==> config.mk <==
export PLATFORM = sky130hd
export DESIGN_NAME = ws_array_controller
export DESIGN_NICKNAME = d
export VERILOG_FILES = /design/src/rtl/ws_pkg.sv /design/src/rtl/ws_valid_delay.sv /design/src/rtl/ws_array_controller.sv
export SDC_FILE = /design/constraint.sdc
export NUM_CORES = 1
export LEC_CHECK = 0
export CAP_MARGIN = 20
export CORE_UTILIZATION = 35
export DETAILED_ROUTE_END_ITERATION = 6
export GPL_ROUTABILITY_DRIVEN = 1
export HOLD_SLACK_MARGIN = 0.08
export PLACE_DENSITY = 0.66
export SLEW_MARGIN = 20
export SYNTH_ARGS = -nofsm -noshare
export SYNTH_HDL_FRONTEND = slang
export SYNTH_HIERARCHICAL = 1
export SYNTH_SLANG_ARGS = --single-unit
==> constraint.sdc <==
create_clock -name clk -period 3.4 [get_ports clk]
set_input_delay 0.68 -clock clk [delete_from_list [all_inputs] [get_ports clk]]
set_output_delay 0.68 -clock clk [all_outputs]
set_load 0.03 [all_outputs]
==> src/rtl/ws_pkg.sv <==
// Shared types and default geometry for the weight-stationary array and its controller.
package ws_pkg;
  localparam int DEF_ROWS      = 8;
  localparam int DEF_COLS      = 8;
  localparam int DEF_CNT_WIDTH = 8;

  typedef enum logic [2:0] {IDLE, LOAD_W, STREAM, DRAIN, DONE} ws_state_e;

  typedef struct packed {
    logic busy;
    logic done;
    logic w_load_en;
    logic ifmap_rd_en;
    logic pe_en;
  } ws_ctrl_t;

  function automatic ws_ctrl_t ctrl_decode(input ws_state_e s);
    ws_ctrl_t c;
    c.busy        = (s != IDLE);
    c.done        = (s == DONE);
    c.w_load_en   = (s == LOAD_W);
    c.ifmap_rd_en = (s == STREAM);
    c.pe_en       = (s == STREAM) || (s == DRAIN);
    return c;
  endfunction
endpackage

==> src/rtl/ws_valid_delay.sv <==
// Fixed-depth 1-bit valid delay line; async clear on reset, sync flush on job abort.
module ws_valid_delay #(
  parameter int DEPTH = 8
) (
  input  logic clk,
  input  logic nrst,
  input  logic flush_i,
  input  logic d_i,
  output logic q_o
);
  logic [DEPTH-1:0] vld_pipe;

  always_ff @(posedge clk or negedge nrst) begin
    if (!nrst)        vld_pipe <= '0;
    else if (flush_i) vld_pipe <= '0;
    else              vld_pipe <= (vld_pipe << 1) | DEPTH'(d_i);
  end

  assign q_o = vld_pipe[DEPTH-1];
endmodule

==> src/rtl/ws_array_controller.sv <==
// Weight-stationary array sequencer: load weights, stream ifmaps, drain psums.
// Define WS_CTRL_PERF_CNT_EN to build the saturating busy-cycle counter.
module ws_array_controller
  import ws_pkg::*;
#(
  parameter int ROWS      = DEF_ROWS,
  parameter int COLS      = DEF_COLS,
  parameter int CNT_WIDTH = DEF_CNT_WIDTH
) (
  input  logic                    clk,
  input  logic                    nrst,
  input  logic                    start_i,
  input  logic                    abort_i,
  input  logic [CNT_WIDTH-1:0]    cfg_num_vecs_i,
  output logic                    busy_o,
  output logic                    done_o,
  output logic                    w_load_en_o,
  output logic [$clog2(ROWS)-1:0] w_row_o,
  output logic                    ifmap_rd_en_o,
  output logic                    pe_en_o,
  output logic                    psum_valid_o,
  output logic [31:0]             perf_cycles_o
);
  localparam int RW = $clog2(ROWS);
  localparam int DW = $clog2(ROWS + COLS);
  // Phase counter must hold the longest of ROWS, N and ROWS+COLS-1.
  localparam int CW = (CNT_WIDTH > DW) ? CNT_WIDTH : DW;

  ws_state_e            state, state_nxt;
  logic [CW-1:0]        cnt, cnt_nxt;
  logic [CNT_WIDTH-1:0] num_vecs, num_vecs_nxt;
  ws_ctrl_t             ctrl, ctrl_nxt;
  logic [RW-1:0]        w_row, w_row_nxt;

  always_ff @(posedge clk or negedge nrst) begin
    if (!nrst) begin
      state    <= IDLE;
      cnt      <= '0;
      num_vecs <= '0;
      ctrl     <= '0;
      w_row    <= '0;
    end else begin
      state    <= state_nxt;
      cnt      <= cnt_nxt;
      num_vecs <= num_vecs_nxt;
      ctrl     <= ctrl_nxt;
      w_row    <= w_row_nxt;
    end
  end

  always_comb begin
    state_nxt    = state;
    cnt_nxt      = cnt + CW'(1);
    num_vecs_nxt = num_vecs;
    unique case (state)
      IDLE: begin
        cnt_nxt = '0;
        if (start_i && !abort_i) begin
          state_nxt    = LOAD_W;
          num_vecs_nxt = cfg_num_vecs_i;
        end
      end
      LOAD_W: if (cnt == CW'(ROWS - 1)) begin
        cnt_nxt   = '0;
        state_nxt = (num_vecs != '0) ? STREAM : DONE;
      end
      STREAM: if (cnt == CW'(num_vecs) - CW'(1)) begin
        cnt_nxt   = '0;
        state_nxt = DRAIN;
      end
      DRAIN: if (cnt == CW'(ROWS + COLS - 2)) begin
        cnt_nxt   = '0;
        state_nxt = DONE;
      end
      DONE: begin
        cnt_nxt   = '0;
        state_nxt = IDLE;
      end
      default: begin
        cnt_nxt   = '0;
        state_nxt = IDLE;
      end
    endcase
    if (abort_i && (state != IDLE)) begin
      state_nxt = IDLE;
      cnt_nxt   = '0;
    end
    // Outputs are decoded from the next state so they leave flops directly.
    ctrl_nxt  = ctrl_decode(state_nxt);
    w_row_nxt = (state_nxt == LOAD_W) ? cnt_nxt[RW-1:0] : '0;
  end

  assign busy_o        = ctrl.busy;
  assign done_o        = ctrl.done;
  assign w_load_en_o   = ctrl.w_load_en;
  assign w_row_o       = w_row;
  assign ifmap_rd_en_o = ctrl.ifmap_rd_en;
  assign pe_en_o       = ctrl.pe_en;

  ws_valid_delay #(.DEPTH(ROWS)) u_psum_vld (
    .clk     (clk),
    .nrst    (nrst),
    .flush_i (abort_i && ctrl.busy),
    .d_i     (ctrl.ifmap_rd_en),
    .q_o     (psum_valid_o)
  );

`ifdef WS_CTRL_PERF_CNT_EN
  logic [31:0] perf_cnt;

  always_ff @(posedge clk or negedge nrst) begin
    if (!nrst)
      perf_cnt <= '0;
    else if ((state == IDLE) && start_i && !abort_i)
      perf_cnt <= '0;
    else if (ctrl.busy && (perf_cnt != '1))
      perf_cnt <= perf_cnt + 32'd1;
  end

  assign perf_cycles_o = perf_cnt;
`else
  assign perf_cycles_o = '0;
`endif
endmodule

==> results.sh <==
export IMPL_status="complete, no violations"
export IMPL_grt_first_pass_wirelength_um=6570
export IMPL_hold_worst_slack_ns=0.466
export IMPL_netlist_area_um2=2070
export IMPL_synth_avg_cell_area_um2=9.19
export IMPL_setup_worst_path_start_class="flip-flop"
export IMPL_number_of_distinct_library_cells_after_synthesis=47
export IMPL_timing_critical_path_buf_inv=1
export IMPL_io_pins=53
export IMPL_antenna_found_initial=0
export IMPL_die_span_x_um=78.9
export IMPL_postCtsSetupBuffers=0
export IMPL_worstSkewPairLatency_ns=0.29
export IMPL_worstHoldPathType="reg2reg"
export IMPL_nets=261
export IMPL_dieHeight_um=78.9
export IMPL_timing_setup_tns_ns=0
export IMPL_cp_top_family="compound AO/OA/AOI/OAI gates"
export IMPL_overflow_left_after_global_routing=0
export IMPL_tritoncts_clock_tree="built"
export IMPL_start_util_pct=36.9
export IMPL_h_tree_depth=2
export IMPL_grt_pass1_vias=1339
export IMPL_p_total_mw=1.47
export IMPL_placementRows=27
export IMPL_post_cts_resize_count=0
export IMPL_ctsLongestPathBuffers=2
export IMPL_postLayoutCoreUtil_pct=41.5
export IMPL_tightestPinTransition_ns=0.676
export IMPL_ys_ff_latch=35
export IMPL_buffer_cell_driving_the_clock_tree_root="clkbuf_8"
export IMPL_diodes_inserted=0
export IMPL_finalClockSkew_ns=0.00255
export IMPL_setup_violations=0
export IMPL_track_usage_pct=13.6
export IMPL_cp_arrival_ns=2.50
export IMPL_fillers=577
export IMPL_yosys_warnings=6
export IMPL_design_die_area_um2=6220
export IMPL_routed_wl_um=3790
export IMPL_initialDrtViolationCount=98
export IMPL_flow_area_growth_from_synthesis_pct=12.7
export IMPL_worstSetupPathType="reg2reg"
export IMPL_avgViaCountPerCell=4.71
export IMPL_gp_congestion=0.882
export IMPL_post_route_drc_count=0
export IMPL_min_period_over_period_pct=68.9
export IMPL_ant_nets=0
export IMPL_critPathRequiredTime_ns=3.56
export IMPL_max_stage_delay_ns=0.45
export IMPL_maxCapViolCount=0
export IMPL_cp_slowest_cell="a211oi_4"
export IMPL_wire_per_inst_um=11.9
export IMPL_timing_final_crit_period_ns=2.34
export IMPL_core_footprint_um2=5610
export IMPL_portBuffers=20
export IMPL_dp_hpwl_um=2750
export IMPL_drive_gt1_share_pct=7.69
export IMPL_seq_area_frac_synth_pct=42.4
export IMPL_crit_fanout=9
export IMPL_static_leakage_power_nw=1.09
export IMPL_fmax_mhz=427
export IMPL_cts_inserted_buffers=5
export IMPL_slew_viol_final=0
export IMPL_clkSlewWorstSetupHoldPaths_ns=0.07
export IMPL_grt_setup_unrepaired="false"
export IMPL_via_count=1504
export IMPL_number_of_standard_cells_after_synthesis=225
export IMPL_worstSetupEndpointType="flip-flop"
export IMPL_drt_pass1_iterations=4
export IMPL_clock_sinks=35
export IMPL_grt_start_max_net_pins=36
export IMPL_power_per_cell_area_nw_per_um2=630
export IMPL_layout_cells_most_common_list="nand2_1, dfrtp_1, conb_1, clkdlybuf4s50_1, nor2_1"
export IMPL_finalHoldViolations=0
export IMPL_crit_chain="inv_1 > ha_1 > or3b_1 > nor4_1 > o211ai_1 > a211oi_4 > o21ai_1"
export IMPL_cts_hold_buffers=0
export IMPL_max_vdd_ir_drop_uv=293
export IMPL_timing_slew_headroom_pct=54.6
state kept, by name (all words and copies together) (netlist names):
signal,cells
num_vecs,8
w_row_o,3
w_load_en_o,1
busy_o,1
ifmap_rd_en_o,1
u_psum_vld/vld_pipe,8
cnt,8
state,3
pe_en_o,1
done_o,1
worst reg2reg max path, cell delays in order, from the launching register on:
cell and delay [ns]:
dfrtp_1 0.42, inv_1 0.09, ha_1 0.19, or3b_1 0.42
nor4_1 0.32, o211ai_1 0.18, a211oi_4 0.45, o21ai_1 0.14
metal layers:
layer | routed length [um] | up-vias | track usage, %
met5 | 0 | - | 0
met4 | 61 | 0 | 6.00
met3 | 232 | 5 | 3.45
met2 | 1720 | 63 | 20.1
met1 | 1770 | 705 | 18.7
li1 | - | 731 | -
power by group:
group / internal [mW] / switching (mW) / total [mW]
registers: 0.484 / 0.0928 / 0.577
logic: 0.195 / 0.316 / 0.511
clock network: 0.218 / 0.160 / 0.378
total: 0.897 / 0.569 / 1.47
synth_stat cells, drive strengths merged:
master	n	area [um2]
o21ai	11	55.1
xnor2	9	78.8
inv	7	26.3
nand2b	4	25.0
and3b	1	8.76
nand4b	2	17.5
and4b	1	11.3
clkbuf	6	25.0
and2	2	12.5
conb	1	3.75
xor2	4	35.0
a21o	2	15.0
dfrtp	35	876
nor2	18	67.6
buf	32	240
a32oi	2	17.5
a211o	1	10.0
nand2	35	131
a31oi	1	6.26
nor4	2	18.8
nor2b	8	50.1
nor3b	2	20.0
o211ai	2	15.0
nor3	6	30.0
or3b	3	26.3
o221ai	1	8.76
ha	3	37.5
or4b	1	10.0
o22a	1	8.76
o2111ai	1	8.76
a2111oi	1	27.5
nand3b	1	7.51
a21oi	1	5.00
nand3	6	30.0
a211oi	2	27.5
nand4	2	12.5
o31a	1	8.76
or4	1	11.3
or2	1	6.26
o2bb2ai	1	8.76
and3	4	25.0
through the flow:
step,std cells,instance area (um2),worst slack (ns)
floorplan,256,2180,1.31
global placement,311,2220,0.949
detailed placement,311,2220,0.905
CTS,319,2330,1.04
global route,319,2330,0.869
finish,319,2330,1.06
logic make-up (layout without fill, tap and decap cells):
kind of cell	after synthesis	in the layout	share of synthesized area, %
AND/OR/NAND/NOR	100	100	25.2
adder cells (fa/ha/maj)	3	3	1.82
XOR/XNOR	13	13	5.51
other	1	32	0.181
flip-flops	35	35	42.4
buffers and inverters	45	36	14.1
AO/OA/AOI/OAI	28	28	10.8
path summary, 6_finish.rpt:
path                                   startpoint  cells past startpoint                endpoint  slack (ns)
setup reg to reg                      num_vecs[0]                      7                  cnt[4]        1.06
setup / recovery                      num_vecs[0]                      7                  cnt[4]        1.06
max in group asynchronous                    nrst                      2  u_psum_vld/vld_pipe[6]        2.29
min in group asynchronous                    nrst                      2             num_vecs[5]        0.80
hold / removal             u_psum_vld/vld_pipe[4]                      1  u_psum_vld/vld_pipe[5]        0.47
hold reg to reg            u_psum_vld/vld_pipe[4]                      1  u_psum_vld/vld_pipe[5]        0.47
area by class of cell:
cell class                 count  area, um2  area share [%]
multi-input combinational    176       1020            43.6
sequential                    35        876            37.6
clock inverter                 3       43.8            1.88
inverter                       7       26.3            1.13
timing repair buffer          21        208            8.92
tap                           72       90.1            3.87
clock buffer                   5       68.8            2.96
(Power assumes the default switching activity.)
